==> config.mk <==
export PLATFORM = sky130hd
export DESIGN_NAME = ntt_multilane_sequencer
export DESIGN_NICKNAME = d
export VERILOG_FILES = /design/src/rtl/ntt_multilane_sequencer.sv
export SDC_FILE = /design/constraint.sdc
export NUM_CORES = 1
export LEC_CHECK = 0
export ABC_CLOCK_PERIOD_IN_PS = 13600
export BUFFER_PORTS_ARGS = -buffer_cell sky130_fd_sc_hd__clkbuf_2
export CAP_MARGIN = 40
export CORE_MARGIN = 1
export CORE_UTILIZATION = 39
export CTS_BUF_LIST = sky130_fd_sc_hd__clkbuf_16
export DETAILED_ROUTE_END_ITERATION = 8
export SLEW_MARGIN = 20
export SYNTH_ARGS = -nofsm -noshare
export SYNTH_HDL_FRONTEND = slang
export SYNTH_SLANG_ARGS = --single-unit
==> constraint.sdc <==
create_clock -name clk -period 13.6 [get_ports clk]
set_input_delay 1.36 -clock clk [delete_from_list [all_inputs] [get_ports clk]]
set_output_delay 1.36 -clock clk [all_outputs]
set_load 0.05 [all_outputs]
==> src/rtl/ntt_multilane_sequencer.sv <==
// ntt_multilane_sequencer
// Control engine for a multi-lane NTT datapath. It walks the stages of a
// runtime-sized transform (forward CT order or inverse GS order), issues
// per-lane read addresses and twiddle indices, and replays the issued
// addresses through a D-deep delay line to produce write-back strobes.
// A D-cycle drain between stages guarantees that every write of one stage
// lands before the next stage reads the register file.
module ntt_multilane_sequencer #(
    parameter int LOG_N      = 8,
    parameter int LANES      = 2,
    parameter int BF_LATENCY = 3
) (
    input  logic                       clk,
    input  logic                       rst_n,
    input  logic                       start_i,
    input  logic                       abort_i,
    input  logic                       fwd_ntt_i,
    input  logic [$clog2(LOG_N+1)-1:0] param_log_n_i,
    output logic                       busy_o,
    output logic                       done_o,
    output logic                       cfg_err_o,
    output logic                       fwd_o,
    output logic [LANES-1:0]           rd_en_o,
    output logic [LANES*LOG_N-1:0]     raddr1_o,
    output logic [LANES*LOG_N-1:0]     raddr2_o,
    output logic [LANES*LOG_N-1:0]     tw_idx_o,
    output logic [LANES-1:0]           bf_valid_o,
    output logic [LANES-1:0]           we_o,
    output logic [LANES*LOG_N-1:0]     waddr1_o,
    output logic [LANES*LOG_N-1:0]     waddr2_o
);

    localparam int LW       = $clog2(LOG_N + 1);
    localparam int D        = BF_LATENCY + 1;
    localparam int DW       = $clog2(D + 1);
    localparam int LANE_LOG = $clog2(LANES);
    localparam int AW       = LANES * LOG_N;

    localparam logic [LOG_N-1:0] ONE_N   = LOG_N'(1);
    localparam logic [LOG_N-1:0] LANES_N = LOG_N'(LANES);
    localparam logic [LW-1:0]    ONE_L   = LW'(1);
    localparam logic [LW-1:0]    MIN_L   = LW'(LANE_LOG + 1);
    localparam logic [LW-1:0]    MAX_L   = LW'(LOG_N);
    localparam logic [DW-1:0]    DRAIN_N = DW'(D);
    localparam logic [DW-1:0]    ONE_D   = DW'(1);

    localparam logic [1:0] ST_IDLE  = 2'd0;
    localparam logic [1:0] ST_ISSUE = 2'd1;
    localparam logic [1:0] ST_DRAIN = 2'd2;
    localparam logic [1:0] ST_DONE  = 2'd3;

    // Lower butterfly address: group g = k >> sh, len = 1 << sh,
    // addr1 = 2*g*len + (k & (len-1)), with sh = L-1-s.
    function automatic logic [LOG_N-1:0] calc_addr1(input logic [LOG_N-1:0] k,
                                                    input logic [LW-1:0]    sh);
        logic [LOG_N-1:0] g;
        logic [LOG_N-1:0] len;
        g   = k >> sh;
        len = ONE_N << sh;
        return (g << (sh + ONE_L)) + (k & (len - ONE_N));
    endfunction

    // Twiddle index: (1 << s) + g.
    function automatic logic [LOG_N-1:0] calc_tw(input logic [LOG_N-1:0] k,
                                                 input logic [LW-1:0]    sh,
                                                 input logic [LW-1:0]    s);
        return (ONE_N << s) + (k >> sh);
    endfunction

    // FSM and sequencing state
    logic [1:0]       state_q,  state_d;
    logic [LW-1:0]    l_q,      l_d;
    logic             fwd_q,    fwd_d;
    logic [LW-1:0]    stage_q,  stage_d;
    logic [LW-1:0]    left_q,   left_d;
    logic [LOG_N-1:0] kbase_q,  kbase_d;
    logic [DW-1:0]    drain_q,  drain_d;
    logic             cfg_err_d;

    // Registered issue outputs
    logic             busy_q,   busy_d;
    logic             done_q,   done_d;
    logic             cfg_err_q;
    logic [LANES-1:0] rd_en_q,  rd_en_d;
    logic [AW-1:0]    raddr1_q, raddr1_d;
    logic [AW-1:0]    raddr2_q, raddr2_d;
    logic [AW-1:0]    tw_q,     tw_d;

    // Write-back delay line (entry 0 doubles as the butterfly-valid stage)
    logic [LANES-1:0] pipe_v_q  [D];
    logic [AW-1:0]    pipe_a1_q [D];
    logic [AW-1:0]    pipe_a2_q [D];

    logic             abort_s;
    logic             legal_s;
    logic             last_k_s;
    logic [LOG_N-1:0] half_n_s;
    logic [LW-1:0]    sh_s;

    assign abort_s  = abort_i && (state_q != ST_IDLE);
    assign legal_s  = (param_log_n_i >= MIN_L) && (param_log_n_i <= MAX_L);
    assign half_n_s = ONE_N << (l_q - ONE_L);
    assign last_k_s = (kbase_q + LANES_N) == half_n_s;
    assign sh_s     = l_d - stage_d - ONE_L;

    // Next-state logic: stage walk, k stepping, drain countdown, abort priority
    always_comb begin
        state_d   = state_q;
        l_d       = l_q;
        fwd_d     = fwd_q;
        stage_d   = stage_q;
        left_d    = left_q;
        kbase_d   = kbase_q;
        drain_d   = drain_q;
        cfg_err_d = 1'b0;
        if (abort_s) begin
            state_d = ST_IDLE;
        end else begin
            case (state_q)
                ST_IDLE: begin
                    if (start_i) begin
                        if (legal_s) begin
                            state_d = ST_ISSUE;
                            l_d     = param_log_n_i;
                            fwd_d   = fwd_ntt_i;
                            stage_d = fwd_ntt_i ? '0 : (param_log_n_i - ONE_L);
                            left_d  = param_log_n_i - ONE_L;
                            kbase_d = '0;
                        end else begin
                            cfg_err_d = 1'b1;
                        end
                    end else begin
                        state_d = ST_IDLE;
                    end
                end
                ST_ISSUE: begin
                    if (last_k_s) begin
                        state_d = ST_DRAIN;
                        drain_d = DRAIN_N;
                    end else begin
                        kbase_d = kbase_q + LANES_N;
                    end
                end
                ST_DRAIN: begin
                    if (drain_q == ONE_D) begin
                        if (left_q == '0) begin
                            state_d = ST_DONE;
                        end else begin
                            state_d = ST_ISSUE;
                            stage_d = fwd_q ? (stage_q + ONE_L) : (stage_q - ONE_L);
                            left_d  = left_q - ONE_L;
                            kbase_d = '0;
                        end
                    end else begin
                        drain_d = drain_q - ONE_D;
                    end
                end
                ST_DONE: begin
                    state_d = ST_IDLE;
                end
                default: begin
                    state_d = ST_IDLE;
                end
            endcase
        end
    end

    // Issue datapath: outputs for the next cycle are derived from the next state
    always_comb begin
        busy_d   = (state_d == ST_ISSUE) || (state_d == ST_DRAIN);
        done_d   = (state_d == ST_DONE);
        rd_en_d  = '0;
        raddr1_d = raddr1_q;
        raddr2_d = raddr2_q;
        tw_d     = tw_q;
        if (state_d == ST_ISSUE) begin
            rd_en_d = '1;
            for (int l = 0; l < LANES; l++) begin
                raddr1_d[l*LOG_N +: LOG_N] = calc_addr1(kbase_d + LOG_N'(l), sh_s);
                raddr2_d[l*LOG_N +: LOG_N] = calc_addr1(kbase_d + LOG_N'(l), sh_s)
                                             + (ONE_N << sh_s);
                tw_d[l*LOG_N +: LOG_N]     = calc_tw(kbase_d + LOG_N'(l), sh_s, stage_d);
            end
        end else begin
            rd_en_d = '0;
        end
    end

    // FSM state registers
    always_ff @(posedge clk or negedge rst_n) begin
        if (!rst_n) begin
            state_q <= ST_IDLE;
            l_q     <= '0;
            fwd_q   <= 1'b0;
            stage_q <= '0;
            left_q  <= '0;
            kbase_q <= '0;
            drain_q <= '0;
        end else begin
            state_q <= state_d;
            l_q     <= l_d;
            fwd_q   <= fwd_d;
            stage_q <= stage_d;
            left_q  <= left_d;
            kbase_q <= kbase_d;
            drain_q <= drain_d;
        end
    end

    // Registered status and read-side outputs
    always_ff @(posedge clk or negedge rst_n) begin
        if (!rst_n) begin
            busy_q    <= 1'b0;
            done_q    <= 1'b0;
            cfg_err_q <= 1'b0;
            rd_en_q   <= '0;
            raddr1_q  <= '0;
            raddr2_q  <= '0;
            tw_q      <= '0;
        end else begin
            busy_q    <= busy_d;
            done_q    <= done_d;
            cfg_err_q <= cfg_err_d;
            rd_en_q   <= rd_en_d;
            raddr1_q  <= raddr1_d;
            raddr2_q  <= raddr2_d;
            tw_q      <= tw_d;
        end
    end

    // Write-back delay line; abort kills every in-flight valid
    always_ff @(posedge clk or negedge rst_n) begin
        if (!rst_n) begin
            for (int i = 0; i < D; i++) begin
                pipe_v_q[i]  <= '0;
                pipe_a1_q[i] <= '0;
                pipe_a2_q[i] <= '0;
            end
        end else begin
            pipe_v_q[0]  <= abort_s ? '0 : rd_en_q;
            pipe_a1_q[0] <= raddr1_q;
            pipe_a2_q[0] <= raddr2_q;
            for (int i = 1; i < D; i++) begin
                pipe_v_q[i]  <= abort_s ? '0 : pipe_v_q[i-1];
                pipe_a1_q[i] <= pipe_a1_q[i-1];
                pipe_a2_q[i] <= pipe_a2_q[i-1];
            end
        end
    end

    assign busy_o     = busy_q;
    assign done_o     = done_q;
    assign cfg_err_o  = cfg_err_q;
    assign fwd_o      = fwd_q;
    assign rd_en_o    = rd_en_q;
    assign raddr1_o   = raddr1_q;
    assign raddr2_o   = raddr2_q;
    assign tw_idx_o   = tw_q;
    assign bf_valid_o = pipe_v_q[0];
    assign we_o       = pipe_v_q[D-1];
    assign waddr1_o   = pipe_a1_q[D-1];
    assign waddr2_o   = pipe_a2_q[D-1];

endmodule
==> flow_metrics.py, run 1 <==
metrics = {
    "sta": {
        "tightest_slew_ps": 865.1,
        "fin_tns_setup_ps": 0,
        "fin_ws_ps": 4300,
        "finalMaxSlewViolations": 0,
        "max-slew-margin-rel": 0.4226,
        "post-route-period-util": 0.6838,
        "finalSetupViolCount": 0,
        "max_freq_mhz": 107.5,
        "rsz0062_at_grt": "false",
        "final.min_clock_period_ps": 9300,
        "fin_worst_skew_ps": 7.585,
        "hold_viol_final": 0,
    },
    "die": {
        "row_count": 61,
        "die-area_mm2": 0.02902,
        "core_mm2": 0.02786,
        "die_w_um": 170.4,
        "die_h_um": 170.4,
        "pin_count": 99,
        "start_util": 0.3968,
    },
    "routing": {
        "drtAntennaViolNets": 0,
        "drcViolationCount": 0,
        "wl_per_cell_um": 16.84,
        "drt_iter0_drc": 556,
        "dr.pass1.iters": 5,
        "wirelength_mm": 24.77,
        "vias_per_cell": 5.194,
        "num_vias": 7640,
    },
    "global_routing": {
        "antenna_found_initial": 0,
        "grt_usage": 0.1760,
        "grt_max_degree": 79,
        "grt_pass1_wl_mm": 40.30,
        "grt-ovfl-total": 0,
        "grt_pass1_vias": 7414,
    },
    "cts": {
        "holdBufCountCts": 0,
        "cts_resized": 0,
        "postCtsSetupRepairBufs": 0,
        "numCtsBuffers": 23,
        "clock-sinks": 210,
        "clock_latency_ps": 510,
        "cts_max_level": 1,
        "cts_max_path_buffers": 3,
        "cts_tree": "yes",
        "clkTransAtPathRegs_ps": 60,
        "root_buffer": "clkbuf_16",
    },
    "critical_path": {
        "worst-setup-path-type": "in2reg",
        "cp_max_fo": 21,
        "worst-path-buf-inv": 6,
        "cp.arrival_ps": 9730,
        "cp_slowest_stage_delay_ps": 1120,
        "end_kind": "flop",
        "crit_slowest_cell": "fa_1",
        "crit_top_cell": "inv_1",
        "critPathLaunchType": "primary input",
        "critical_path.top_delay_family": "compound AO/OA/AOI/OAI gates",
        "critPathRequiredTime_ps": 14030,
    },
    "synthesis": {
        "synth_cell_types": 87,
        "ys_warn_count": 0,
        "synth_edf_count": 0,
        "syn-instance-count": 1021,
        "synthArstFlopShare": 1.000,
        "ys_ff_latch": 210,
        "netlist_area_mm2": 0.01105,
        "ys_seq_area_frac": 0.4754,
        "synthesis.nets": 1100,
        "syn_area_per_cell_um2": 10.83,
        "ys.flop_type": "dfrtp_1",
    },
    "final_layout": {
        "final_cell_mix": "dfrtp_1, clkbuf_2, nor2_1, nand2_1, ha_1",
        "drive_above_1_share": 0.1949,
        "fin_util": 0.4443,
        "n_fill_cell": 2646,
        "antenna_cells": 0,
        "synthToLayoutAreaGrowth_pct": 11.98,
        "fin_nets": 1155,
        "final_common_cell": "dfrtp_1",
    },
    "placement": {
        "portBuffers": 98,
        "dpl_worst_slack_ps": 3758,
        "routabilityCongestion": 0.9012,
        "dpl.hpwl_mm": 18.44,
    },
    "flow_run": {
        "cap_violations": 0,
    },
    "run_status": {
        "status": "finished, final reports clean",
    },
    "hold_path": {
        "min_path_type": "reg2reg",
    },
}
## final cells by class
type | instances | area (um^2) | share of cell area
repair buffers | 110 | 646.9 | 0.05226
multi-input cells | 672 | 5094 | 0.4115
inverters | 59 | 234.0 | 0.01890
well taps | 378 | 473.0 | 0.03821
clock buffers | 23 | 575.6 | 0.04650
flip-flops and latches | 210 | 5255 | 0.4246
clock inverters | 19 | 98.84 | 0.007986
## final timing paths
check	slack [ps]	depth (start not counted)	end	start
setup / recovery	4300	30	raddr2_o[15]	param_log_n_i[0]
hold / removal	340	0	waddr1_o[4]	pipe_a1_q[20]
setup reg to reg	4930	27	raddr2_o[15]	state_q[1]
hold reg to reg	340	0	waddr1_o[4]	pipe_a1_q[20]
max in group asynchronous	11210	5	waddr2_o[12]	rst_n
min in group asynchronous	800	1	cfg_err_o	rst_n
## sequential cells by signal, summed over array words and instances (netlist names), 3 cells and up
| signal | flops |
|---|---|
| waddr2_o | 16 |
| raddr1_o | 16 |
| l_q | 4 |
| drain_q | 3 |
| raddr2_o | 16 |
| stage_q | 4 |
| pipe_a1_q | 48 |
| left_q | 4 |
| tw_idx_o | 16 |
| kbase_q | 8 |
| waddr1_o | 16 |
| pipe_a2_q | 48 |
## cells in the mapped netlist (all sizes together) (13+ instances only)
cell type / count / area (um^2)
dfrtp: 210 / 5255
nor2: 78 / 295.3
nand2: 64 / 240.2
ha: 62 / 775.7
inv: 57 / 214.0
a21oi: 55 / 275.3
buf: 52 / 367.9
mux2: 45 / 510.5
xnor2: 45 / 401.6
o21ai: 35 / 175.2
clkbuf: 28 / 105.1
nor3: 26 / 130.1
a21o: 25 / 187.7
nand3: 21 / 115.1
xor2: 19 / 166.4
mux2i: 13 / 130.1
## stage by stage
| stage | instances | instance area, um^2 | hold WS, ps |
|---|---|---|---|
| final | 1471 | 12380 | 343.4 |
| after floorplan | 1021 | 11050 | 331.2 |
| after CTS | 1469 | 12320 | 347.1 |
| after global routing | 1471 | 12380 | 346.7 |
| after global placement | 1424 | 11610 | 331.3 |
| after detailed placement | 1427 | 11650 | 334.7 |
## cell families after synthesis
| group | share of synthesized area |
|---|---|
| buffers and inverters | 0.06396 |
| DFF | 0.4754 |
| and+or+nand+nor | 0.1187 |
| AOI/OAI and AO/OA | 0.1377 |
| muxes | 0.06611 |
| xor gates and xnor gates | 0.05343 |
| adders and majority gates | 0.08467 |
## per-layer routing
layer / part of all wire / wire length (um) / global-route usage / vias up
met2: 0.44 / 10930 / 0.2735 / 230
met4: 0.022 / 541 / 0.05092 / 0
met1: 0.48 / 11770 / 0.2509 / 3696
met5: 0 / 0 / 0 / -
met3: 0.062 / 1526 / 0.02977 / 36
li1: - / - / - / 3678
Power of run 1 is left out: the tool's default activity adds up to more than one toggle a clock period on the data nets, which glitch-free logic cannot reach.
==> run 2: changes to the inputs <==
- ABC_CLOCK_PERIOD_IN_PS: 13600 -> 9400
- clock period: 13.6 -> 9.4 ns (I/O delays scaled with it)
==> run 2 against run 1 <==
Compared with the run above: register-to-register slack lost 3200 ps; via count grew 0.16%; clock skew grew 3.6 ps; critical path depth grew 3; global-route usage grew 0.14 points; first-iteration DRC count grew 16%; setup slack lost 2900 ps; cell count grew 0.48%; utilization grew 0.36 points; sequential share of layout area shrank 0.34 points; flip-flop and latch count is the same.
==> flow_metrics.py, run 2 (synthesized netlist as in run 1, its figures left out) <==
metrics = {
    "routing": {
        "drtAntennaViolNets": 0,
        "dr.pass1.iters": 5,
        "drt_iter0_drc": 645,
        "drcViolationCount": 0,
        "wirelength_mm": 25.09,
        "num_vias": 7652,
        "wl_per_cell_um": 16.97,
        "vias_per_cell": 5.177,
    },
    "flow_run": {
        "cap_violations": 0,
    },
    "hold_path": {
        "hold-path-endpoint": "pipe_a2_q[20]",
        "hold_depth": 0,
        "min_path_type": "reg2reg",
        "worstHoldStart": "pipe_a2_q[36]",
    },
    "critical_path": {
        "critPathRequiredTime_ps": 9840,
        "critPathLaunchType": "primary input",
        "cp.arrival_ps": 8430,
        "rrSetupSlack_ps": 1730,
        "crit_top_cell": "inv_1",
        "cp_max_fo": 17,
        "crit_path_start": "param_log_n_i[0]",
        "crit_slowest_cell": "or4_1",
        "reg2reg_to": "raddr2_o[15]",
        "timing.rr.start": "state_q[1]",
        "worst-setup-path-type": "in2reg",
        "worstRegToRegCells": 30,
        "cp_slowest_stage_delay_ps": 580,
        "end_kind": "flop",
    },
    "global_routing": {
        "grt_max_degree": 79,
        "grt_usage": 0.1774,
        "grt_pass1_vias": 7336,
        "antenna_found_initial": 0,
        "grt_pass1_wl_mm": 40.62,
        "grt-ovfl-total": 0,
    },
    "cts": {
        "postCtsSetupRepairBufs": 0,
        "clock-sinks": 210,
        "cts_max_path_buffers": 3,
        "root_buffer": "clkbuf_16",
        "cts_resized": 0,
        "holdBufCountCts": 0,
        "numCtsBuffers": 23,
        "cts_max_level": 1,
        "cts_tree": "yes",
        "clock_latency_ps": 510,
        "clkTransAtPathRegs_ps": 60,
    },
    "final_layout": {
        "final_cell_mix": "dfrtp_1, clkbuf_2, nor2_1, nand2_1",
        "drive_above_1_share": 0.2055,
        "n_fill_cell": 2631,
        "top_regs": "pipe_a1_q (48), pipe_a2_q (48)",
        "design_area_mm2": 0.01248,
        "regArea_mm2": 0.005255,
        "fin_nets": 1162,
        "final_common_cell": "dfrtp_1",
        "stdcell_count": 1478,
        "multi_input_area_mm2": 0.005094,
        "synthToLayoutAreaGrowth_pct": 12.88,
        "antenna_cells": 0,
    },
    "sta": {
        "final.min_clock_period_ps": 7991,
        "hold_viol_final": 0,
        "rsz0062_at_grt": "false",
        "max-slew-margin-rel": 0.4124,
        "fin_ws_ps": 1409,
        "fin_tns_setup_ps": 0,
        "tightest_slew_ps": 872.1,
        "max_freq_mhz": 125.1,
        "finalSetupViolCount": 0,
        "fin_worst_skew_ps": 11.22,
        "finalMaxSlewViolations": 0,
        "post-route-period-util": 0.8501,
    },
    "placement": {
        "dp.cells": 1434,
        "dpl_worst_slack_ps": 890.3,
        "portBuffers": 98,
        "dpl.hpwl_mm": 18.66,
        "place_area_mm2": 0.01168,
        "routabilityCongestion": 0.9845,
    },
    "die": {
        "die-area_mm2": 0.02902,
        "core_mm2": 0.02786,
        "start_util": 0.3968,
        "pin_count": 99,
        "row_count": 61,
        "die_w_um": 170.4,
        "die_h_um": 170.4,
    },
    "run_status": {
        "status": "finished, final reports clean",
    },
}
run 2: changes by cell type in the layout (fill, tap and decap cells not counted), sizes merged:
cell / before / now
buf: 13 / 20
clkinvlp: 2 / 0
inv: 62 / 67
clkinv: 14 / 9
bufinv: 0 / 2
run 2: cell type report:
| type | count | share of cell area |
|---|---|---|
| Clock buffer | 23 | 0.04613 |
| Sequential cell | 210 | 0.4212 |
| Timing Repair Buffer | 117 | 0.05455 |
| Tap cell | 378 | 0.03791 |
| Clock inverter | 19 | 0.01324 |
| Inverter | 59 | 0.01875 |
| Multi-Input combinational cell | 672 | 0.4082 |
run 2: worst max-delay path: cells and delay by family:
kind	cells	cell delay [ps]
XOR/XNOR	3	570
AND/OR/NAND/NOR	6	1960
buffers and inverters	8	1100
AO/OA/AOI/OAI	12	2370
adder cells (fa/ha/maj)	4	1460
run 2: stage by stage:
stage,hold slack [ps],utilization
after floorplan,331.2,-
after global placement,331.4,0.4189
after detailed placement,334.7,0.4193
after CTS,346.8,0.4459
after global routing,350.0,0.4479
final,345.2,0.4479
run 2: how the worst max path moves through the flow:
stage	end	cells after the start
2_1_floorplan	raddr2_o[15]	31
3_3_place_gp	raddr2_o[7]	30
3_5_place_dp	raddr2_o[15]	33
4_1_cts	raddr2_o[15]	33
5_1_grt	raddr2_o[15]	33
6_report	raddr2_o[15]	33
run 2: layer usage:
layer | routed length (um) | part of all wire | vias to the layer above | track usage
met5 | 0 | 0 | - | 0
met3 | 1467 | 0.058 | 39 | 0.02930
li1 | - | - | 3698 | -
met2 | 11260 | 0.45 | 209 | 0.2819
met4 | 527 | 0.021 | 0 | 0.04779
met1 | 11830 | 0.47 | 3706 | 0.2496
Power of run 2 is left out for the same reason.
